$ cat config.mk
export PLATFORM = sky130hd
export DESIGN_NAME = logic_gates_sweeper_flat
export DESIGN_NICKNAME = d
export VERILOG_FILES = /design/src/rtl/logic_gates_sweeper_if.sv /design/src/rtl/logic_gates_sweeper.sv /design/src/flat_wrapper.sv
export SDC_FILE = /design/constraint.sdc
export NUM_CORES = 1
export LEC_CHECK = 0
export CORE_MARGIN = 4
export CORE_UTILIZATION = 38
export DETAILED_ROUTE_END_ITERATION = 6
export SYNTH_ARGS = -nofsm -noshare
export SYNTH_HDL_FRONTEND = slang
export SYNTH_SLANG_ARGS = --single-unit
$ cat constraint.sdc
create_clock -name clk -period 5.3 [get_ports clk]
set_clock_uncertainty 0.15 [all_clocks]
set_input_delay 0.795 -clock clk [delete_from_list [all_inputs] [get_ports clk]]
set_output_delay 0.795 -clock clk [all_outputs]
set_load 0.1 [all_outputs]
$ cat src/rtl/logic_gates_sweeper_if.sv
// ---------------------------------------------------------------------------
// logic_gates_sweeper_if
//
// Bundles the sweep control/status and the gate-block operand/result signals
// shared between the self-test sequencer and whoever hosts it.
//
//   start      sweep request                         (host -> sweeper)
//   res_in     7 gate results from the gate block    (host -> sweeper)
//              bit0 AND, bit1 NAND, bit2 OR, bit3 NOR, bit4 NOT(A),
//              bit5 XOR, bit6 XNOR
//   op_a/op_b  registered operands to the gate block (sweeper -> host)
//   busy       sweep in progress                     (sweeper -> host)
//   done       one-cycle end-of-sweep pulse          (sweeper -> host)
//   pass       last completed sweep had no mismatch  (sweeper -> host)
//   err_count  mismatching vector checks, saturating (sweeper -> host)
//   fail_vec   per-vector failure flags              (sweeper -> host)
//   fail_mask  per-gate failure flags                (sweeper -> host)
//
// Modports: master = host / gate-block side, slave = the sweeper itself.
// ---------------------------------------------------------------------------
interface logic_gates_sweeper_if;
  logic       start;
  logic [6:0] res_in;
  logic       op_a;
  logic       op_b;
  logic       busy;
  logic       done;
  logic       pass;
  logic [7:0] err_count;
  logic [3:0] fail_vec;
  logic [6:0] fail_mask;

  modport master (
    output start,
    output res_in,
    input  op_a,
    input  op_b,
    input  busy,
    input  done,
    input  pass,
    input  err_count,
    input  fail_vec,
    input  fail_mask
  );

  modport slave (
    input  start,
    input  res_in,
    output op_a,
    output op_b,
    output busy,
    output done,
    output pass,
    output err_count,
    output fail_vec,
    output fail_mask
  );
endinterface

$ cat src/rtl/logic_gates_sweeper.sv
// ---------------------------------------------------------------------------
// logic_gates_sweeper
//
// Self-test sequencer wrapped around one 2-input logic-gate block. A sweep
// walks the operands through 00, 01, 10, 11 (NUM_PASSES times), holds each
// pair for SETTLE_CYCLES cycles, then compares the seven gate results against
// the golden truth table and accumulates per-vector and per-gate failures.
//
// Parameters
//   SETTLE_CYCLES  cycles operands are stable before sampling (1..15)
//   NUM_PASSES     complete 4-vector sweeps per start         (1..63)
//
// Ports
//   clk    rising-edge system clock
//   rst_n  asynchronous active-low reset
//   bus    logic_gates_sweeper_if.slave (start, res_in in; operands and
//          sweep status/results out)
//
// Every vector costs SETTLE_CYCLES+2 clock edges (DRIVE, SETTLE x S, CHECK);
// done pulses in the cycle after the last CHECK edge.
// ---------------------------------------------------------------------------
module logic_gates_sweeper #(
  parameter int unsigned SETTLE_CYCLES = 1,
  parameter int unsigned NUM_PASSES    = 1
) (
  input  logic                 clk,
  input  logic                 rst_n,
  logic_gates_sweeper_if.slave bus
);

  // Elaboration-time guard on the legal parameter ranges.
  if (SETTLE_CYCLES < 1 || SETTLE_CYCLES > 15) begin : g_bad_settle
    $error("logic_gates_sweeper: SETTLE_CYCLES must be in 1..15");
  end
  if (NUM_PASSES < 1 || NUM_PASSES > 63) begin : g_bad_passes
    $error("logic_gates_sweeper: NUM_PASSES must be in 1..63");
  end

  localparam logic [3:0] SETTLE_INIT = 4'(SETTLE_CYCLES);
  localparam logic [5:0] LAST_PASS   = 6'(NUM_PASSES - 1);

  typedef enum logic [2:0] {
    IDLE   = 3'd0,
    DRIVE  = 3'd1,
    SETTLE = 3'd2,
    CHECK  = 3'd3,
    DONE   = 3'd4
  } state_t;

  // Expected gate outputs for a given operand pair, in res_in bit order.
  function automatic logic [6:0] golden_of(input logic a, input logic b);
    return {~(a ^ b), (a ^ b), ~a, ~(a | b), (a | b), ~(a & b), (a & b)};
  endfunction

  // Error counter increment that sticks at all-ones instead of wrapping.
  function automatic logic [7:0] sat_inc(input logic [7:0] x);
    return (x == 8'hFF) ? x : x + 8'd1;
  endfunction

  state_t     state_q,      state_d;
  logic       op_a_q,       op_a_d;
  logic       op_b_q,       op_b_d;
  logic [1:0] vec_q,        vec_d;
  logic [5:0] pass_cnt_q,   pass_cnt_d;
  logic [3:0] settle_cnt_q, settle_cnt_d;
  logic [7:0] err_count_q,  err_count_d;
  logic [3:0] fail_vec_q,   fail_vec_d;
  logic [6:0] fail_mask_q,  fail_mask_d;
  logic       pass_q,       pass_d;

  logic [6:0] golden;
  logic [6:0] diff;

  // Golden is derived from the registered operands actually presented to the
  // gate block, so a stuck operand register shows up as a gate mismatch
  // only if the block disagrees with what we think we drove.
  assign golden = golden_of(op_a_q, op_b_q);
  assign diff   = bus.res_in ^ golden;

  // State and datapath registers.
  always_ff @(posedge clk or negedge rst_n) begin
    if (!rst_n) begin
      state_q      <= IDLE;
      op_a_q       <= 1'b0;
      op_b_q       <= 1'b0;
      vec_q        <= 2'd0;
      pass_cnt_q   <= 6'd0;
      settle_cnt_q <= 4'd0;
      err_count_q  <= 8'd0;
      fail_vec_q   <= 4'd0;
      fail_mask_q  <= 7'd0;
      pass_q       <= 1'b0;
    end else begin
      state_q      <= state_d;
      op_a_q       <= op_a_d;
      op_b_q       <= op_b_d;
      vec_q        <= vec_d;
      pass_cnt_q   <= pass_cnt_d;
      settle_cnt_q <= settle_cnt_d;
      err_count_q  <= err_count_d;
      fail_vec_q   <= fail_vec_d;
      fail_mask_q  <= fail_mask_d;
      pass_q       <= pass_d;
    end
  end

  // Next-state and register-update logic.
  always_comb begin
    state_d      = state_q;
    op_a_d       = op_a_q;
    op_b_d       = op_b_q;
    vec_d        = vec_q;
    pass_cnt_d   = pass_cnt_q;
    settle_cnt_d = settle_cnt_q;
    err_count_d  = err_count_q;
    fail_vec_d   = fail_vec_q;
    fail_mask_d  = fail_mask_q;
    pass_d       = pass_q;

    unique case (state_q)
      IDLE: begin
        op_a_d = 1'b0;
        op_b_d = 1'b0;
        if (bus.start) begin
          err_count_d = 8'd0;
          fail_vec_d  = 4'd0;
          fail_mask_d = 7'd0;
          pass_d      = 1'b0;
          vec_d       = 2'd0;
          pass_cnt_d  = 6'd0;
          state_d     = DRIVE;
        end
      end

      DRIVE: begin
        op_a_d       = vec_q[1];
        op_b_d       = vec_q[0];
        settle_cnt_d = SETTLE_INIT;
        state_d      = SETTLE;
      end

      SETTLE: begin
        // The cycle holding a count of 1 is the last settle cycle, which
        // keeps the operands stable for exactly SETTLE_CYCLES cycles.
        settle_cnt_d = settle_cnt_q - 4'd1;
        if (settle_cnt_q <= 4'd1) begin
          state_d = CHECK;
        end
      end

      CHECK: begin
        if (diff != 7'd0) begin
          err_count_d        = sat_inc(err_count_q);
          fail_vec_d[vec_q]  = 1'b1;
          fail_mask_d        = fail_mask_q | diff;
        end
        if (vec_q != 2'd3) begin
          vec_d   = vec_q + 2'd1;
          state_d = DRIVE;
        end else if (pass_cnt_q < LAST_PASS) begin
          pass_cnt_d = pass_cnt_q + 6'd1;
          vec_d      = 2'd0;
          state_d    = DRIVE;
        end else begin
          // Verdict is taken from the count including this final check so
          // that pass is already valid while done is high.
          pass_d  = (err_count_d == 8'd0);
          state_d = DONE;
        end
      end

      DONE: begin
        // Operands return to 00 together with the return to IDLE.
        op_a_d  = 1'b0;
        op_b_d  = 1'b0;
        state_d = IDLE;
      end

      default: begin
        state_d = IDLE;
      end
    endcase
  end

  assign bus.op_a      = op_a_q;
  assign bus.op_b      = op_b_q;
  assign bus.busy      = (state_q == DRIVE) || (state_q == SETTLE) || (state_q == CHECK);
  assign bus.done      = (state_q == DONE);
  assign bus.pass      = pass_q;
  assign bus.err_count = err_count_q;
  assign bus.fail_vec  = fail_vec_q;
  assign bus.fail_mask = fail_mask_q;

endmodule
$ cat src/flat_wrapper.sv
// flat-port wrapper written by rule: the top's interface ports become plain ports
module logic_gates_sweeper_flat 
#(
  parameter int unsigned SETTLE_CYCLES = 1,
  parameter int unsigned NUM_PASSES    = 1
)
  (clk, rst_n, bus_start, bus_res_in, bus_op_a, bus_op_b, bus_busy, bus_done, bus_pass, bus_err_count, bus_fail_vec, bus_fail_mask);
  logic_gates_sweeper_if bus_i ();
  input  logic clk;
  input  logic rst_n;
  input wire logic [$bits(bus_i.start)-1:0] bus_start;
  input wire logic [$bits(bus_i.res_in)-1:0] bus_res_in;
  output wire logic [$bits(bus_i.op_a)-1:0] bus_op_a;
  output wire logic [$bits(bus_i.op_b)-1:0] bus_op_b;
  output wire logic [$bits(bus_i.busy)-1:0] bus_busy;
  output wire logic [$bits(bus_i.done)-1:0] bus_done;
  output wire logic [$bits(bus_i.pass)-1:0] bus_pass;
  output wire logic [$bits(bus_i.err_count)-1:0] bus_err_count;
  output wire logic [$bits(bus_i.fail_vec)-1:0] bus_fail_vec;
  output wire logic [$bits(bus_i.fail_mask)-1:0] bus_fail_mask;
  assign bus_i.start = bus_start;
  assign bus_i.res_in = bus_res_in;
  assign bus_op_a = bus_i.op_a;
  assign bus_op_b = bus_i.op_b;
  assign bus_busy = bus_i.busy;
  assign bus_done = bus_i.done;
  assign bus_pass = bus_i.pass;
  assign bus_err_count = bus_i.err_count;
  assign bus_fail_vec = bus_i.fail_vec;
  assign bus_fail_mask = bus_i.fail_mask;
  logic_gates_sweeper #(.SETTLE_CYCLES(SETTLE_CYCLES), .NUM_PASSES(NUM_PASSES)) u_core (.clk(clk), .rst_n(rst_n), .bus(bus_i));
endmodule
==> metrics <==
status=complete, no violations; Mapped Cells=approximately 190; part of the Yosys area used for sequential elements=42.3%; Final Slew Violations=0; CP Cell Sequence=nor2_1 -> nor2_1 -> clkdlybuf4s50_1; CP Depth=3; CTS buffer count=5; die width=slightly below 80 um; most frequent cells in the layout=clkdlybuf4s50_1 (33), dfrtp_1 (31), nor2_1 (23); fin crit share=approximately 64%; DR vias/cell=approximately 5.4; Top delay family on crit path=buffers and inverters; IO Count=34; Starting DRT DRC Count=43; Synth warnings=0; via count=roughly 1500; clk_lat worst skew=~0.28 ns; TritonCTS clock tree=yes; largest net degree at the start of global routing=32; Buf/Inv on CP=1; top cell type's share of synthesized area=between 40% and 50%; drt first pass iters=5; largest family of logic cells by synthesized area=compound AO/OA/AOI/OAI gates; antenna cell count=0; CP peak stage delay=1.17 ns; first-pass GRT wire length=around 7400 um; clock-pin slew on the worst setup and hold paths=around 0.070 ns; Area Overhead vs Synth=25.9%; die area=0.00600 mm2; Hold Vio Cnt, Final=0; vias in the first global route=around 1500; drt total wl=4320 um; CTS Hold Bufs=0; CP Capture Type=output port; Max FO, Critical Path=15; Yosys top cell by area=dfrtp_1; clock buffer depth=2; Main synth FF type=dfrtp_1; DRC viols=0; Die Y=around 77 um; CTS sink cnt=31; placed wire-length estimate=about 3100 um; Max Cap Violations=0; Worst path slowest cell=clkdlybuf4s50_1; min-delay src=u_core.bus.fail_mask[0]; WS Path Type=flop to output port; gp weighted congestion=between 0.8 and 0.9; hold path cells=2; reg2reg path depth=5; Slew @ Worst Pin=around 0.98 ns; Worst Path Arrival=about 2.5 ns; antenna violations before repair=0; H-tree depth=2; Final ANT Viol Nets=0; Simple-Gate Fraction of Synth Area=approximately 20%; WL/cell=~15 um; Avg Cell Area, Syn=approximately 9.5 um2; Slew HR=34.2%; Starting Density=slightly above 40%; Synth Area in Compound Gates=~22%; worst setup path start=u_core.state_q[0]; number of port buffers=33; cell area after synthesis=about 0.0018 mm2; post-layout min period=~3.4 ns; grt ovf=0; setup violators final=0; Hold Worst Slack=about 0.35 ns; mux cell area share after synthesis=less than 1%; Yosys cell types=between 40 and 50; Syn Nets=212; Adder-Cell Fraction of Synth Area=slightly above 6%; most frequent cell on the critical path=nor2_1; cells resized by post-CTS repair=0; synthesis-stage register bit count=31; startpoint types=flop; commonest non-fill, non-tap cell in the layout=clkdlybuf4s50_1; synth top area cells=dfrtp_1 (42%), ha_1 (6.1%), a21oi_1 (5.2%); Placeable Area=0.00450 mm2; root buf cell=clkbuf_8; RSZ-0062 raised after global routing=no; proportion of layout cells with a drive suffix above 1=under 10%; row cnt=24; Hold Crit Class=flop to flop; Total Nets Final=~250; share of flip-flops with an asynchronous set or reset=100%; worst path required time=approximately 4.4 ns; EDFF count, synth=0; Setup TNS Final=0 ns; FMAX=between 200 and 300 MHz; Post-CTS Setup Inserts=0; Post-Synth XOR/XNOR Area=roughly 4.3%; total track usage=~15%; worst r2r src=u_core.state_q[0]
==> tightest hold or removal path, delay by kind of cell, from the launching register on <==
family | cells | cell delay [ns]
flops | 1 | 0.35
simple gates | 1 | 0.07
compound gates | 1 | 0.04
==> cell usage after synthesis (2+ instances only) <==
cell type	number
a21oi_1	19
a22o_1	3
and2_1	3
and3b_1	3
buf_2	2
clkbuf_1	4
dfrtp_1	31
ha_1	9
inv_1	11
nand2_1	10
nand3_1	7
nand3b_1	4
nand4b_1	2
nor2_1	23
nor3_1	3
nor3b_1	2
nor4_1	2
o211ai_1	5
o21a_1	2
o21ai_0	8
o22a_1	2
o22ai_1	2
o31ai_1	3
or3_1	2
or4_1	2
xnor2_1	6
xor2_1	3
==> worst paths after layout <==
path / end / slack, ns
setup reg to reg: u_core.bus.fail_mask[4] / 2.69
hold / removal: u_core.bus.fail_mask[0] / 0.35
min in group asynchronous: u_core.settle_cnt_q[2] / 0.76
setup / recovery: bus_busy / 1.90
max in group asynchronous: u_core.bus.err_count[0] / 3.95
hold reg to reg: u_core.bus.fail_mask[0] / 0.35
==> state kept, by name, summed over array words and instances (netlist names) <==
name / flops
u_core.bus.err_count: 8
u_core.bus.fail_mask: 7
u_core.bus.fail_vec: 4
u_core.bus.op_a: 1
u_core.bus.op_b: 1
u_core.bus.pass: 1
u_core.settle_cnt_q: 4
u_core.state_q: 3
u_core.vec_q: 2
==> area by class of cell <==
class | count | area [um2]
Timing Repair Buffer | 35 | 345
Sequential cell | 31 | 776
Clock buffer | 5 | 68.8
Tap cell | 52 | 65.1
Fill cell | 430 | 2200
Inverter | 11 | 41.3
Multi-Input combinational cell | 145 | 990
Clock inverter | 3 | 20.0
==> per-stage QoR <==
stage | area [um2] | cells | setup slack [ns] | utilization [%]
after floorplan | 1830 | 193 | 2.42 | -
after global placement | 2220 | 274 | 2.25 | 49.2
after detailed placement | 2220 | 274 | 2.20 | 49.2
after CTS | 2310 | 282 | 1.89 | 51.2
after global routing | 2310 | 282 | 1.77 | 51.2
final | 2310 | 282 | 1.90 | 51.2
==> routing by layer <==
metal / part of all wire (%) / GRT usage, %
met5: 0 / 0
met4: 0.79 / 4.80
met3: 5.0 / 4.98
met2: 43 / 23.3
met1: 51 / 20.8
==> logic make-up (layout without fill, tap and decap cells) <==
logic type	Yosys count	after routing
flops	31	31
fa+ha+maj	9	9
xor+xnor	9	9
mux	1	1
compound gates	57	57
simple gates	69	69
buf+inv	17	54
Power is left out: the tool's default activity adds up to more than one toggle a clock period on the data nets, which glitch-free logic cannot reach.
==> edit 1 (same flow settings) <==
Encoding of `state_t`: now one-hot (5 bits for 5 states).
--- a/src/rtl/logic_gates_sweeper.sv
+++ b/src/rtl/logic_gates_sweeper.sv
@@ -39,12 +39,12 @@
   localparam logic [3:0] SETTLE_INIT = 4'(SETTLE_CYCLES);
   localparam logic [5:0] LAST_PASS   = 6'(NUM_PASSES - 1);
 
-  typedef enum logic [2:0] {
-    IDLE   = 3'd0,
-    DRIVE  = 3'd1,
-    SETTLE = 3'd2,
-    CHECK  = 3'd3,
-    DONE   = 3'd4
+  typedef enum logic [4:0] {
+    IDLE   = 5'b00001,
+    DRIVE  = 5'b00010,
+    SETTLE = 5'b00100,
+    CHECK  = 5'b01000,
+    DONE   = 5'b10000
   } state_t;
 
   // Expected gate outputs for a given operand pair, in res_in bit order.
Formal check against the unedited RTL: no difference found for any inputs over 10 cycles, from zero or initial values and one cycle with rst_n low; not proved beyond that.
==> edit 1 against the original RTL <==
Core utilization fell by 1.5 points; sequential cell count up 2; wire length down 2.2%; final cell count is 9.6% higher; worst setup slack got worse by 0.22 ns; synthesized area is 4.0% higher; design area grew 3.1%; via count is 2.7% higher; count of clock-buffer cells in the layout is 1 higher; critical path type unchanged; critical endpoint unchanged; largest cell class unchanged; highest routed layer unchanged.
==> edit 1: results (changes against the original RTL) <==
| Metric | Value |
|---|---|
| Post-synthesis mux area share | 1.84% (+1.2 points) |
| Worst VDD drop | 0.000261 V |
| Most frequent cells after synthesis | 32 x dfrtp_1, 25 x nor2_1, 23 x a21oi_1 |
| Number of cells after detailed placement | 301 (+9.9%) |
| Tightest Pin Transition | 0.981 ns (-0.00323 ns) |
| Fillers | 476 (+11%) |
| Via density | 5.09 (-6.3%) |
| Reg clk slew, reported paths | 0.07 ns (about the same) |
| Hpwl dp | 3010 µm (-2.3%) |
| DP Worst Slack | 2.00 ns (-0.206 ns) |
| Vias in the first global route | 1,593 (+4.0%) |
| Complex-gate fraction of the synthesized area | 20.6% (-1.9 points) |
| Final Wtd Congestion | 0.776 (-6.7%) |
| Overall routing resource usage | 14.9% (-0.48 points) |
| Crit path max fanout | 12 (-3) |
| Worst r2r src | u_core.bus.err_count[0]$_DFFE_PN0P_ |
| Crit. Startpoint | u_core.state_q[1]$_DFFE_PN0P_ |
| Register area share after synthesis | 43.4% (+1.1 points) |
| Fin crit period | 3.63 ns (+0.224 ns) |
| Reg2reg setup slack | 2.59 ns (-0.10 ns) |
| Hold Path End | u_core.bus.fail_mask[1]$_DFFE_PN0P_ |
| Syn. warnings | 0 (unchanged) |
| H-tree depth | 2 (unchanged) |
| Mapped Nets | 228 (+7.5%) |
| Syn avg cell area | 9.12 µm² (-3.9%) |
| Top cells by area, synth | dfrtp_1 42%, a21oi_1 6.0%, ha_1 5.9%, nor2_1 4.9%, o21ai_0 4.7% |
| Post-synthesis adder-cell area fraction | 5.91% (-0.24 points) |
| Routed len/inst | 13.7 µm (-11%) |
| Largest net degree at the start of global routing | 34 (+6.3%) |
| Diode count | 0 (unchanged) |
| Setup repair bufs after CTS | 0 (unchanged) |
| FF-to-FF End | u_core.bus.pass$_DFFE_PN0P_ |
| Final nets | 260 (+4.8%) |
| Share of layout cells above drive strength 1 | 7.44% (-0.82 points) |
| Core Util, Final | 49.7% (-1.5 points) |
| Post-route insts no fill | 309 (+9.6%) |
| Post-Synth XOR/XNOR Area | 4.60% (+0.29 points) |
| Status | complete, no violations |
| Placed inst area | 2300 µm² (+3.6%) |
| Buffers added on ports | 33 (unchanged) |
| WHS | 0.344 ns (-0.00630 ns) |
| Global-route wire length before repair | 7360 µm (-0.37%) |
| Iter 0 DRT Violations | 43 (unchanged) |
| Worst Reg-to-Reg Cells | 7 (+2) |
| Post-synthesis cell type count | 44 (-6.4%) |
| Hold_sp | u_core.bus.fail_mask[1]$_DFFE_PN0P_ |
## edit 1: cell types whose count changed after synthesis, moves of 3 or more
cell / delta
nand2_1: +5
inv_1: -5
clkbuf_1: +5
o211ai_1: -4
o21ai_0: +10
a21oi_1: +4
and3b_1: -3
and3_1: +3
## edit 1: layer usage
metal	up-vias	global-route usage (%)	share of wire [%]
li1	799	-	-
met1	726	19.9	50
met2	40	22.7	42
met3	7	4.20	6.0
met4	0	6.01	1.9
met5	-	0	0
## edit 1: cell type report
| class | instances | area share [%] |
|---|---|---|
| multi-input cells | 160 | 42.8 |
| flip-flops and latches | 33 | 34.8 |
| repair buffers | 35 | 14.5 |
| well taps | 67 | 3.52 |
| clock buffers | 6 | 3.05 |
| inverters | 6 | 0.947 |
| clock inverters | 2 | 0.421 |
## edit 1: critical path: stages, from the launching register on
cell and delay (ns):
dfrtp_1 0.46, nor2_1 0.24, nand3_1 0.39, nand2_1 0.16
clkdlybuf4s50_1 1.14
==> edit 2 (config.mk and constraints unchanged) <==
Made on the original files. Make the reset (`rst_n`) synchronous in one clocked block. Comments in the files are not updated.
--- a/src/rtl/logic_gates_sweeper.sv
+++ b/src/rtl/logic_gates_sweeper.sv
@@ -78,7 +78,7 @@
   assign diff   = bus.res_in ^ golden;
 
   // State and datapath registers.
-  always_ff @(posedge clk or negedge rst_n) begin
+  always_ff @(posedge clk) begin
     if (!rst_n) begin
       state_q      <= IDLE;
       op_a_q       <= 1'b0;
Function: differs if rst_n is asserted again (counterexample within 4 cycles, from zero or initial values and one cycle with rst_n low); with rst_n held inactive, the same outputs for 10 cycles.
==> edit 2 against the original RTL <==
Non-clock buffer count fell by 1; sequential cell count is the same; design area shrank 1.8%; wire length down 4.8%; synthesized area fell by 1.8%; worst setup slack gained 0.15 ns; critical endpoint unchanged.
==> edit 2: results (changes against the original RTL) <==
| Metric | Value |
|---|---|
| Status | complete, no violations |
| Cell count after synthesis | 220 (+14%) |
| Placed inst area | 2150 µm² (-3.2%) |
| Post-synthesis cell type count | 52 (+11%) |
| Core Util, Final | 50.6% (-0.61 points) |
| Number of cells after detailed placement | 296 (+8.0%) |
| Reg2reg setup slack | 2.70 ns (about the same) |
| Worst stage delay on the critical path | 1.14 ns (-0.03 ns) |
| FF-to-FF End | u_core.bus.err_count[3]$_SDFFE_PN0P_ |
| Final Wtd Congestion | 0.793 (-4.7%) |
| #MultiIn Comb | 167 (+15%) |
| Largest net degree at the start of global routing | 18 (-44%) |
| Vias in the first global route | 1,526 (-0.39%) |
| Crit. Startpoint | u_core.state_q[0]$_SDFFE_PN0P_ |
| Register share of the cell area | 27.4% (-6.2 points) |
| Overall routing resource usage | 15.1% (-0.29 points) |
| Most used DFF post-synth | dfxtp_1 |
| Global-route wire length before repair | 7160 µm (-3.2%) |
| Clock buffer count | 6 (+1) |
| Critical Path AT | 2.31 ns (-0.15 ns) |
| Worst r2r src | u_core.bus.op_a$_SDFFE_PN0P_ |
| DP Worst Slack | 2.24 ns (+0.0354 ns) |
| Mapped Nets | 239 (+13%) |
| Vias | 1,644 (+7.4%) |
| Final non-clock buffer share | 14.9% (-0.050 points) |
| ClkCell Share | 5.20% (+1.3 points) |
| Fillers | 429 (-0.23%) |
| Detailed Route WL | 4110 µm (-4.8%) |
| Register area share after synthesis | 34.5% (-7.9 points) |
| Share of layout cells above drive strength 1 | 9.52% (+1.3 points) |
| Most frequent cells after synthesis | 32 x nor2_1, 31 x dfxtp_1, 28 x a21oi_1 |
| Routed len/inst | 13.5 µm (-12%) |
## edit 2: cell types whose count changed after synthesis, moves of 4 or more
cell / delta
a21oi_1: +9
a22oi_1: +4
dfrtp_1: -31
dfxtp_1: +31
nand3_1: -4
nor2_1: +9
o211ai_1: -5
## edit 2: metal layers
metal  share of wire, %  global-route usage, %  up-vias
li1                   -                      -      844
met1                 47                   19.5      759
met2                 46                   22.8       34
met3                4.8                   3.98        7
met4                2.1                   7.79        0
met5                  0                      0        -
## edit 2: kinds of logic after synthesis
| kind of cell | share of synthesized area (%) |
|---|---|
| flip-flops | 34.5 |
| XOR/XNOR | 4.80 |
| adder cells (fa/ha/maj) | 6.26 |
| AO/OA/AOI/OAI | 24.1 |
| multiplexers | 0.556 |
| AND/OR/NAND/NOR | 24.1 |
| buffers and inverters | 5.63 |
## edit 2: tightest hold or removal path, stage by stage, from the launching register on
cell	delay [ns]
dfxtp_1	0.33
a21oi_1	0.04
nor2_1	0.07
